[config.mk]
export PLATFORM = sky130hd
export DESIGN_NAME = fu_sequencer
export DESIGN_NICKNAME = d
export VERILOG_FILES = /design/src/rtl/fu_pkg.sv /design/src/rtl/fu_result_fifo.sv /design/src/rtl/fu_sequencer.sv
export SDC_FILE = /design/constraint.sdc
export NUM_CORES = 1
export LEC_CHECK = 0
export CORE_ASPECT_RATIO = 0.6
export CORE_MARGIN = 2
export CORE_UTILIZATION = 49
export DETAILED_ROUTE_END_ITERATION = 7
export GPL_ROUTABILITY_DRIVEN = 0
export PLACE_DENSITY_LB_ADDON = 0.25
export SLEW_MARGIN = 20
export SYNTH_ARGS = -nofsm -noshare
export SYNTH_HDL_FRONTEND = slang
export SYNTH_HIERARCHICAL = 1
export SYNTH_SLANG_ARGS = --single-unit
[constraint.sdc]
create_clock -name clk -period 5.6 [get_ports clk]
set_input_delay 0.56 -clock clk [delete_from_list [all_inputs] [get_ports clk]]
set_output_delay 0.56 -clock clk [all_outputs]
set_load 0.05 [all_outputs]
[src/rtl/fu_pkg.sv]
// Shared definitions for the func_unit sequencer: function-select codes, flag
// layout inside res_flags, result-buffer entry format and sequencer states.
package fu_pkg;

   localparam int DATA_W  = 32;
   localparam int FS_W    = 4;
   localparam int SH_W    = 5;
   localparam int FLAG_W  = 4;
   localparam int ENTRY_W = DATA_W + FLAG_W + FS_W + 1;

   // Bit positions inside res_flags, ordered {V,C,N,Z}
   localparam int FLAG_V = 3;
   localparam int FLAG_C = 2;
   localparam int FLAG_N = 1;
   localparam int FLAG_Z = 0;

   typedef enum logic [FS_W-1:0] {
      FS_MOVA    = 4'b0000,
      FS_INC     = 4'b0001,
      FS_ADD     = 4'b0010,
      FS_ADDC    = 4'b0011,
      FS_SUBB    = 4'b0100,
      FS_SUB     = 4'b0101,
      FS_DEC     = 4'b0110,
      FS_MOVA2   = 4'b0111,
      FS_AND     = 4'b1000,
      FS_OR      = 4'b1001,
      FS_XOR     = 4'b1010,
      FS_NOT     = 4'b1011,
      FS_MOVB    = 4'b1100,
      FS_LSR     = 4'b1101,
      FS_LSL     = 4'b1110,
      FS_ILLEGAL = 4'b1111
   } fs_e;

   typedef enum logic [1:0] {
      ST_IDLE  = 2'd0,
      ST_RUN   = 2'd1,
      ST_STALL = 2'd2
   } state_e;

   typedef struct packed {
      logic [DATA_W-1:0] f;
      logic [FLAG_W-1:0] flags;
      logic [FS_W-1:0]   fs;
      logic              err;
   } entry_t;

   function automatic logic [FLAG_W-1:0] pack_flags(input logic v, input logic c,
                                                    input logic n, input logic z);
      logic [FLAG_W-1:0] fl;
      fl         = '0;
      fl[FLAG_V] = v;
      fl[FLAG_C] = c;
      fl[FLAG_N] = n;
      fl[FLAG_Z] = z;
      return fl;
   endfunction

endpackage

[src/rtl/fu_result_fifo.sv]
// Small first-word-fall-through FIFO holding captured func_unit results; the head
// entry is visible on rd_data whenever empty is low.
module fu_result_fifo #(
   parameter int WIDTH = 41,
   parameter int DEPTH = 3
) (
   input  logic                         clk,
   input  logic                         rst_n,
   input  logic                         clr,
   input  logic                         push,
   input  logic                         pop,
   input  logic [WIDTH-1:0]             wr_data,
   output logic [WIDTH-1:0]             rd_data,
   output logic [$clog2(DEPTH+1)-1:0]   count,
   output logic                         empty
);
   localparam int CNT_W = $clog2(DEPTH + 1);
   localparam int PTR_W = (DEPTH > 1) ? $clog2(DEPTH) : 1;
   localparam logic [PTR_W-1:0] LAST_PTR = PTR_W'(DEPTH - 1);
   localparam logic [CNT_W-1:0] FULL_CNT = CNT_W'(DEPTH);

   logic [WIDTH-1:0] mem [DEPTH];
   logic [PTR_W-1:0] wr_ptr_reg;
   logic [PTR_W-1:0] rd_ptr_reg;
   logic [CNT_W-1:0] count_reg;
   logic             do_push;
   logic             do_pop;

   function automatic logic [PTR_W-1:0] ptr_inc(input logic [PTR_W-1:0] p);
      return (p == LAST_PTR) ? '0 : p + PTR_W'(1);
   endfunction

   assign empty   = (count_reg == '0);
   assign do_pop  = pop && !empty;
   // A push into a full buffer is legal when the head leaves on the same edge
   assign do_push = push && ((count_reg != FULL_CNT) || do_pop);

   always_ff @(posedge clk or negedge rst_n) begin
      if (!rst_n) begin
         wr_ptr_reg <= '0;
         rd_ptr_reg <= '0;
         count_reg  <= '0;
      end else if (clr) begin
         wr_ptr_reg <= '0;
         rd_ptr_reg <= '0;
         count_reg  <= '0;
      end else begin
         if (do_push) wr_ptr_reg <= ptr_inc(wr_ptr_reg);
         if (do_pop)  rd_ptr_reg <= ptr_inc(rd_ptr_reg);
         if (do_push && !do_pop)
            count_reg <= count_reg + CNT_W'(1);
         else if (do_pop && !do_push)
            count_reg <= count_reg - CNT_W'(1);
      end
   end

   always_ff @(posedge clk) begin
      if (do_push && !clr) mem[wr_ptr_reg] <= wr_data;
   end

   assign rd_data = mem[rd_ptr_reg];
   assign count   = count_reg;

endmodule

[src/rtl/fu_sequencer.sv]
// Operation sequencer for a combinational func_unit: registers operands on accept,
// captures the result one edge later and queues it toward the result channel.
module fu_sequencer
   import fu_pkg::*;
#(
   parameter int RES_DEPTH = 3
) (
   input  logic        clk,
   input  logic        rst_n,
   input  logic        op_valid,
   output logic        op_ready,
   input  logic [3:0]  op_fs,
   input  logic [4:0]  op_sh,
   input  logic [31:0] op_a,
   input  logic [31:0] op_b,
   output logic [3:0]  fu_fs,
   output logic [4:0]  fu_sh,
   output logic [31:0] fu_a,
   output logic [31:0] fu_b,
   input  logic [31:0] fu_f,
   input  logic        fu_v,
   input  logic        fu_c,
   input  logic        fu_n,
   input  logic        fu_z,
   output logic        res_valid,
   input  logic        res_ready,
   output logic [31:0] res_f,
   output logic [3:0]  res_flags,
   output logic [3:0]  res_fs,
   output logic        res_err,
   input  logic        flush,
   output logic [15:0] done_cnt
);
   localparam int CNT_W  = $clog2(RES_DEPTH + 1);
   localparam int LOAD_W = CNT_W + 1;
   localparam logic [LOAD_W-1:0] LOAD_MAX  = LOAD_W'(RES_DEPTH - 1);
   localparam logic [LOAD_W-1:0] LOAD_FULL = LOAD_W'(RES_DEPTH);

   state_e              state_reg;
   state_e              state_next;
   logic                rst_done_reg;
   logic                inflight_reg;
   logic                infl_err_reg;
   logic [FS_W-1:0]     infl_fs_reg;
   logic [FS_W-1:0]     fu_fs_reg;
   logic [SH_W-1:0]     fu_sh_reg;
   logic [DATA_W-1:0]   fu_a_reg;
   logic [DATA_W-1:0]   fu_b_reg;
   logic [15:0]         done_cnt_reg;
   logic [CNT_W-1:0]    occupancy;
   logic                fifo_empty;
   logic [ENTRY_W-1:0]  rd_data;
   entry_t              head;
   entry_t              wr_entry;
   logic                accept;
   logic                push;
   logic                pop;
   logic                illegal_op;
   logic [LOAD_W-1:0]   load;
   logic [LOAD_W-1:0]   occ_next;
   logic [LOAD_W-1:0]   load_next;
   logic                full_next;
   logic                empty_next;

   // Every accepted op reserves a buffer slot, so a capture can never be refused
   assign load       = {1'b0, occupancy} + LOAD_W'(inflight_reg);
   assign op_ready   = rst_done_reg && !flush && (load <= LOAD_MAX);
   assign accept     = op_valid && op_ready;
   assign illegal_op = (op_fs == FS_ILLEGAL);
   assign push       = inflight_reg && !flush;
   assign res_valid  = !fifo_empty;
   assign pop        = res_valid && res_ready && !flush;
   assign head       = entry_t'(rd_data);

   always_comb begin
      wr_entry     = '0;
      wr_entry.fs  = infl_fs_reg;
      wr_entry.err = infl_err_reg;
      if (!infl_err_reg) begin
         wr_entry.f     = fu_f;
         wr_entry.flags = pack_flags(fu_v, fu_c, fu_n, fu_z);
      end
   end

   always_ff @(posedge clk or negedge rst_n) begin
      if (!rst_n) begin
         rst_done_reg <= 1'b0;
         inflight_reg <= 1'b0;
         infl_err_reg <= 1'b0;
         infl_fs_reg  <= '0;
         fu_fs_reg    <= '0;
         fu_sh_reg    <= '0;
         fu_a_reg     <= '0;
         fu_b_reg     <= '0;
         done_cnt_reg <= '0;
      end else begin
         rst_done_reg <= 1'b1;
         inflight_reg <= accept;
         if (accept) begin
            infl_fs_reg  <= op_fs;
            infl_err_reg <= illegal_op;
            // Illegal ops leave the func_unit drive untouched
            if (!illegal_op) begin
               fu_fs_reg <= op_fs;
               fu_sh_reg <= op_sh;
               fu_a_reg  <= op_a;
               fu_b_reg  <= op_b;
            end
         end
         if (pop) done_cnt_reg <= done_cnt_reg + 16'd1;
      end
   end

   always_ff @(posedge clk or negedge rst_n) begin
      if (!rst_n) state_reg <= ST_IDLE;
      else        state_reg <= state_next;
   end

   always_comb begin
      occ_next   = {1'b0, occupancy} + LOAD_W'(push) - LOAD_W'(pop);
      load_next  = occ_next + LOAD_W'(accept);
      full_next  = (load_next >= LOAD_FULL);
      empty_next = (load_next == '0);
      state_next = state_reg;
      unique case (state_reg)
         ST_IDLE: begin
            if (accept) state_next = full_next ? ST_STALL : ST_RUN;
         end
         ST_RUN: begin
            if (full_next)       state_next = ST_STALL;
            else if (empty_next) state_next = ST_IDLE;
         end
         ST_STALL: begin
            if (pop) state_next = empty_next ? ST_IDLE : ST_RUN;
         end
         default: state_next = ST_IDLE;
      endcase
      if (flush) state_next = ST_IDLE;
   end

   fu_result_fifo #(
      .WIDTH (ENTRY_W),
      .DEPTH (RES_DEPTH)
   ) u_res_fifo (
      .clk     (clk),
      .rst_n   (rst_n),
      .clr     (flush),
      .push    (push),
      .pop     (pop),
      .wr_data (wr_entry),
      .rd_data (rd_data),
      .count   (occupancy),
      .empty   (fifo_empty)
   );

   // Result fields read as zero whenever the buffer is empty, including in reset
   always_comb begin
      res_f     = '0;
      res_flags = '0;
      res_fs    = '0;
      res_err   = 1'b0;
      if (res_valid) begin
         res_f     = head.f;
         res_flags = head.flags;
         res_fs    = head.fs;
         res_err   = head.err;
      end
   end

   assign fu_fs    = fu_fs_reg;
   assign fu_sh    = fu_sh_reg;
   assign fu_a     = fu_a_reg;
   assign fu_b     = fu_b_reg;
   assign done_cnt = done_cnt_reg;

endmodule

# --- Word-level counts from Yosys, hierarchy flattened ---
# Memory sizes are Yosys's and may differ from the RTL's.
# Index checks and enable logic that the tools add are counted.
classes:
  bitwise: 1
  reduce_logical: 21
  eq_ne: 4
  n_addsub: 6
  order_cmp: 1
  n_mux: 16
ops:
  columns: ["cell", "count"]
  rows:
  - ["2-to-1 mux 36 bit", 1]
  - ["2-to-1 mux 32 bit", 1]
  - ["2-to-1 mux 2 bit", 9]
  - ["adder 16 x 1 -> 16 bit (second input constant)", 1]
  - ["logical AND 1 bit", 11]
  - ["2-to-1 mux 4 bit", 2]
  - ["adder 2 x 1 -> 2 bit (second input constant)", 3]
  - ["== test 2 bit (second input constant)", 2]
  - ["== test 4 bit (second input constant)", 1]
  - ["zero test 1 bit", 4]
  - ["nonzero test 2 bit", 2]
  - ["adder 2 x 1 -> 3 bit", 1]
  - ["less-or-equal comparator 3 x 2 -> 1 bit (second input constant)", 1]
  - ["2-to-1 mux 1 bit", 3]
  - ["nonzero test 3 bit", 1]
  - ["zero test 2 bit", 1]
  - ["!= test 2 bit (second input constant)", 1]
  - ["AND reduction 2 bit", 1]
  - ["subtractor 2 x 1 -> 2 bit (second input constant)", 1]
  - ["logical OR 1 bit", 1]
  - ["inverter 1 bit", 1]
word_totals:
  wordCells: 62
  out_inout_bits: 132
  input_bits: 114
  ramBits: 123
  memories: 1
  regBits: 102
mem_list:
  columns: ["memory", "depth", "width", "read_ports", "rd_clocked_by_memory_dff", "write_ports", "line_no", "text"]
  rows:
  - ["u_res_fifo.mem", 3, 41, 1, 0, 1, "fu_result_fifo.sv:22", "logic [WIDTH-1:0] mem [DEPTH];"]

# --- Depth between registers and ports, before layout ---
logic_depth:
  depth_word: 12
  ltp_mapped: 8
  ltp_nobuf: 7

# --- Modules after synthesis ---
# The synthesis kept the hierarchy.
modules_own_cells:
  columns: ["mod", "cells_per_inst", "instances", "seq_area_each_um2", "area_each_um2"]
  rows:
  - ["fu_result_fifo", 297, 1, 3843.7, 4855.9]
  - ["fu_sequencer", 329, 1, 2402.3, 4305.4]

# --- Least setup slack after synthesis ---
# No wires, ideal clock.
synth_path:
  kind: "register to register"
  from: "reg u_res_fifo.count_reg[1], in the netlist u_res_fifo/count[1]"
  to: "mem u_res_fifo.mem[1][0] (enable)"
  synth_period_minus_slack_ns: 5.179
  n_path_buf: 0
  setup_slack_ns: 0.421
  t_required_ns: 5.101
  stages_incl_launch_ff: 6
  arrival_time_ns: 4.680
  setup_time_ns: 0.499
  cell_sequence: "dfrtp_1 nor2_1 nor3b_2 and3b_1 or3_1 nor3b_1"
synth_between:
  elab_chain_cells: 10
  word_cells_on_any_way: 11
  classes_between: "eq/ne (1); mux (2); reduce/logical (8)"
synth_rtl:
  columns: ["item", "line_no", "text"]
  rows:
  - ["from (decl)", "fu_result_fifo.sv:25", "logic [CNT_W-1:0] count_reg;"]
  - ["from (signal assigned)", "fu_result_fifo.sv:51", "count_reg <= count_reg + CNT_W'(1);"]
  - ["from (signal assigned)", "fu_result_fifo.sv:53", "count_reg <= count_reg - CNT_W'(1);"]
  - ["zero test 2 bit", "fu_result_fifo.sv:33", "assign empty = (count_reg == '0);"]
  - ["net fifo_empty", "fu_sequencer.sv:51", "logic fifo_empty;"]
  - ["zero test 1 bit", "fu_sequencer.sv:71", "assign res_valid = !fifo_empty;"]
  - ["logical AND 1 bit (2 in a row)", "fu_sequencer.sv:72", "assign pop = res_valid && res_ready && !flush;"]
  - ["net pop", "fu_sequencer.sv:57", "logic pop;"]
  - ["logical AND 1 bit", "fu_result_fifo.sv:34", "assign do_pop = pop && !empty;"]
  - ["logical OR 1 bit", "fu_result_fifo.sv:36", "assign do_push = push && ((count_reg != FULL_CNT) || do_pop);"]
  - ["logical AND 1 bit", "fu_result_fifo.sv:36", null]
  - ["logical AND 1 bit", "fu_result_fifo.sv:58", "if (do_push && !clr) mem[wr_ptr_reg] <= wr_data;"]
  - ["2-to-1 mux 1 bit", "fu_result_fifo.sv:58", null]
  - ["2-to-1 mux 1 bit (implied by the code)", "fu_result_fifo.sv:58", null]
  - ["to (decl)", "fu_result_fifo.sv:22", null]
# The timed path passes the listed nets, and every way through them passes these cells.

==> flow_summary_export.csv <==
group,metric,value,unit
detailed_routing,post_drt_wl_per_cell,17.7,µm
finish,fin_nets,994,
setup_path,cp_data_required_time,5.04,ns
grt,first_global_vias,5985,
cts,cts_buffers,21,
floorplan,fp.dieW,181,µm
finish,antenna_cells,0,
floorplan,rows,38,
synth,mappedNetlistArea,9160,µm²
finish,largest_reg_flops,123,
cts,h-tree-depth,1,
timing,tns,0,ns
placed_design,place_inst,1092,
cts,cts_setup_buffers,0,
cts,clk_pin_slew,0.06,ns
finish,fin_cells,1129,
detailed_routing,first_iter_violations,298,
placed_design,numPortBuffers,245,
synth,synth_top_flop_cell,"edfxtp_1",
setup_path,r2r_slack,2.19,ns
setup_path,cp.arrival,3.11,ns
setup_path,start_kind,"flop",
setup_path,r2r-start,"u_res_fifo/count[0]",
grt,antenna_found_initial,0,
power_and_ir_drop,power_density,342,nW/µm²
timing,finalHoldViolCount,0,
timing,rsz0062_at_grt,"no",
timing,slew_headroom,32.2,%
synth,yosysTopAreaCellShare,40.3,%
setup_path,endpoint_kind,"output port",
synth,yosys.area.top_type,"edfxtp_1",
placed_design,dp_hpwl,13.6,mm
power_and_ir_drop,leakage,4.50,nW
min_path,hold_path.class,"input port to async pin",
floorplan,coreArea,18200,µm²
setup_path,worst-path-max-fanout,25,
synth,postSynthAreaPerCell,14.6,µm²
setup_path,reg2regPathDepth,8,
timing,fin_crit_sh,65.5,%
timing,finClkSkew,0.00925,ns
detailed_routing,wirelength,20.0,mm
cts,clockBufferDepth,3,
grt,grt_max_degree,87,
outcome,status,"finished, final reports clean",
cts,root_buffer,"clkbuf_16",
detailed_routing,vias,5690,
run,max-cap-violations,0,
synth,synthTopCellsByArea,"edfxtp_1, dfrtp_1, mux2_2, nor2b_1, mux2i_1",
timing,drv_slew,0,
cts,cts_tree,"built",
timing,setup_viol,0,
grt,track_usage,19.7,%
power_and_ir_drop,ir_drop,0.240,mV
synth,synth_cell_types,39,
cts,numClockSinks,225,
floorplan,die_h,110,µm
detailed_routing,via_per_inst,5.04,
floorplan,start_util,50.3,%
finish,multi_input_area,2730,µm²
synth,synth_most_common_cell,"edfxtp_1",
synth,yosys-top-cells-count,"edfxtp_1, dfrtp_1, nor2b_1, nand2_1, mux2_2",
finish,syn_to_final_growth,36.2,%
detailed_routing,first_pass_iters,5,
detailed_routing,postRouteAntennaNets,0,
floorplan,dieArea,19800,µm²
grt,grt_overflow_total,0,
timing,hold_slack,0.476,ns
timing,tightest_slew,1.01,ns
timing,fin_crit,3.67,ns
synth,yosysSeqAreaShare,68.2,%
synth,synthesis.nets,744,
detailed_routing,drc,0,
finish,layout.area.seq,6250,µm²
power_and_ir_drop,power,4.27,mW
synth,yosysWarningCount,6,
floorplan,pin_count,246,
finish,fillers,1279,
synth,synth_edf_count,123,
synth,ys_ff_latch,225,
timing,fmax,0.273,GHz
finish,drive_gt1_share,11.8,%
grt,grt_pass1_wl,30.9,mm
cts,insertion_delay,0.48,ns
synth,syn_inst,626,
setup_path,timing.rr.end,"fu_a[9]",
setup_path,crit_type,"flop to output port",
synth,ys_async_sr_fraction,45.3,%
-- through the flow --
step / worst slack (ns) / cell area (µm²) / utilization [%]
final: 1.93 / 12500 / 68.5
after global routing: 1.74 / 12500 / 68.5
after floorplan: 0.421 / 9160 / -
after global placement: 2.05 / 11800 / 65.0
after CTS: 1.91 / 12500 / 68.5
after detailed placement: 1.92 / 11800 / 65.0
-- kinds of logic after synthesis --
family | synth area share (%)
multiplexers | 13.7
buffers and inverters | 2.25
AO/OA/AOI/OAI | 3.66
flip-flops | 68.2
other | 0.0409
adder cells (fa/ha/maj) | 0.546
XOR/XNOR | 1.53
AND/OR/NAND/NOR | 10.1
-- worst max-delay path by stage --
stage                                        start              endpoint  slack [ns]  cells after the start
after detailed placement                     flush               fu_a[9]        1.92                      6
after global placement                       flush               fu_b[0]        2.05                      6
final                     u_res_fifo/rd_ptr_reg[0]             res_fs[1]        1.93                      5
after CTS                 u_res_fifo/rd_ptr_reg[0]             res_fs[1]        1.91                      5
after floorplan                u_res_fifo/count[1]  u_res_fifo/mem[1][0]        0.42                      5
after global routing      u_res_fifo/rd_ptr_reg[1]             res_fs[1]        1.74                      5
-- cells in the final DEF (no fill, tap or decap), drive strengths merged, types with 10 or more instances in the layout --
master,n
edfxtp,123
buf,11
inv,10
xnor2,10
mux2i,41
dfrtp,102
nor2b,78
clkbuf,26
clkdlybuf4s50,244
mux2,75
nand2,53
o21ai,46
-- final cells by class --
cell class / instances / share of cell area [%]
clock buffer: 26 / 4.36
clock inverter: 10 / 0.602
inverter: 10 / 0.301
multi-input combinational: 362 / 21.9
sequential: 225 / 50.1
tap: 240 / 2.41
timing repair buffer: 256 / 20.3
-- routing by layer --
layer,global-route usage [%],part of all wire (%),up-vias
met4,3.28,1.3,0
met2,33.3,49,165
met3,5.93,7.0,20
met1,25.8,43,2791
li1,-,-,2714
met5,0,0,-
-- where the power goes --
part / leakage, nW / switching, mW / internal, mW
Sequential: 2.34 / 0.0762 / 1.89
Combinational: 1.87 / 0.617 / 0.374
Clock: 0.294 / 0.576 / 0.735
Total: 4.50 / 1.27 / 3.00
-- what timing repair did --
action | CTS | global route
gates resized for setup | 0 | 0
hold endpoints to repair | 16 | 0
hold buffers | 1 | 0
-- critical path: stages, from the launching register on --
cell and delay (ns):
dfrtp_2 0.72, buf_4 0.50, mux2i_1 0.13, o21ai_0 0.17, nor2b_1 0.23, clkdlybuf4s50_1 0.85
(Power assumes the default switching activity.)
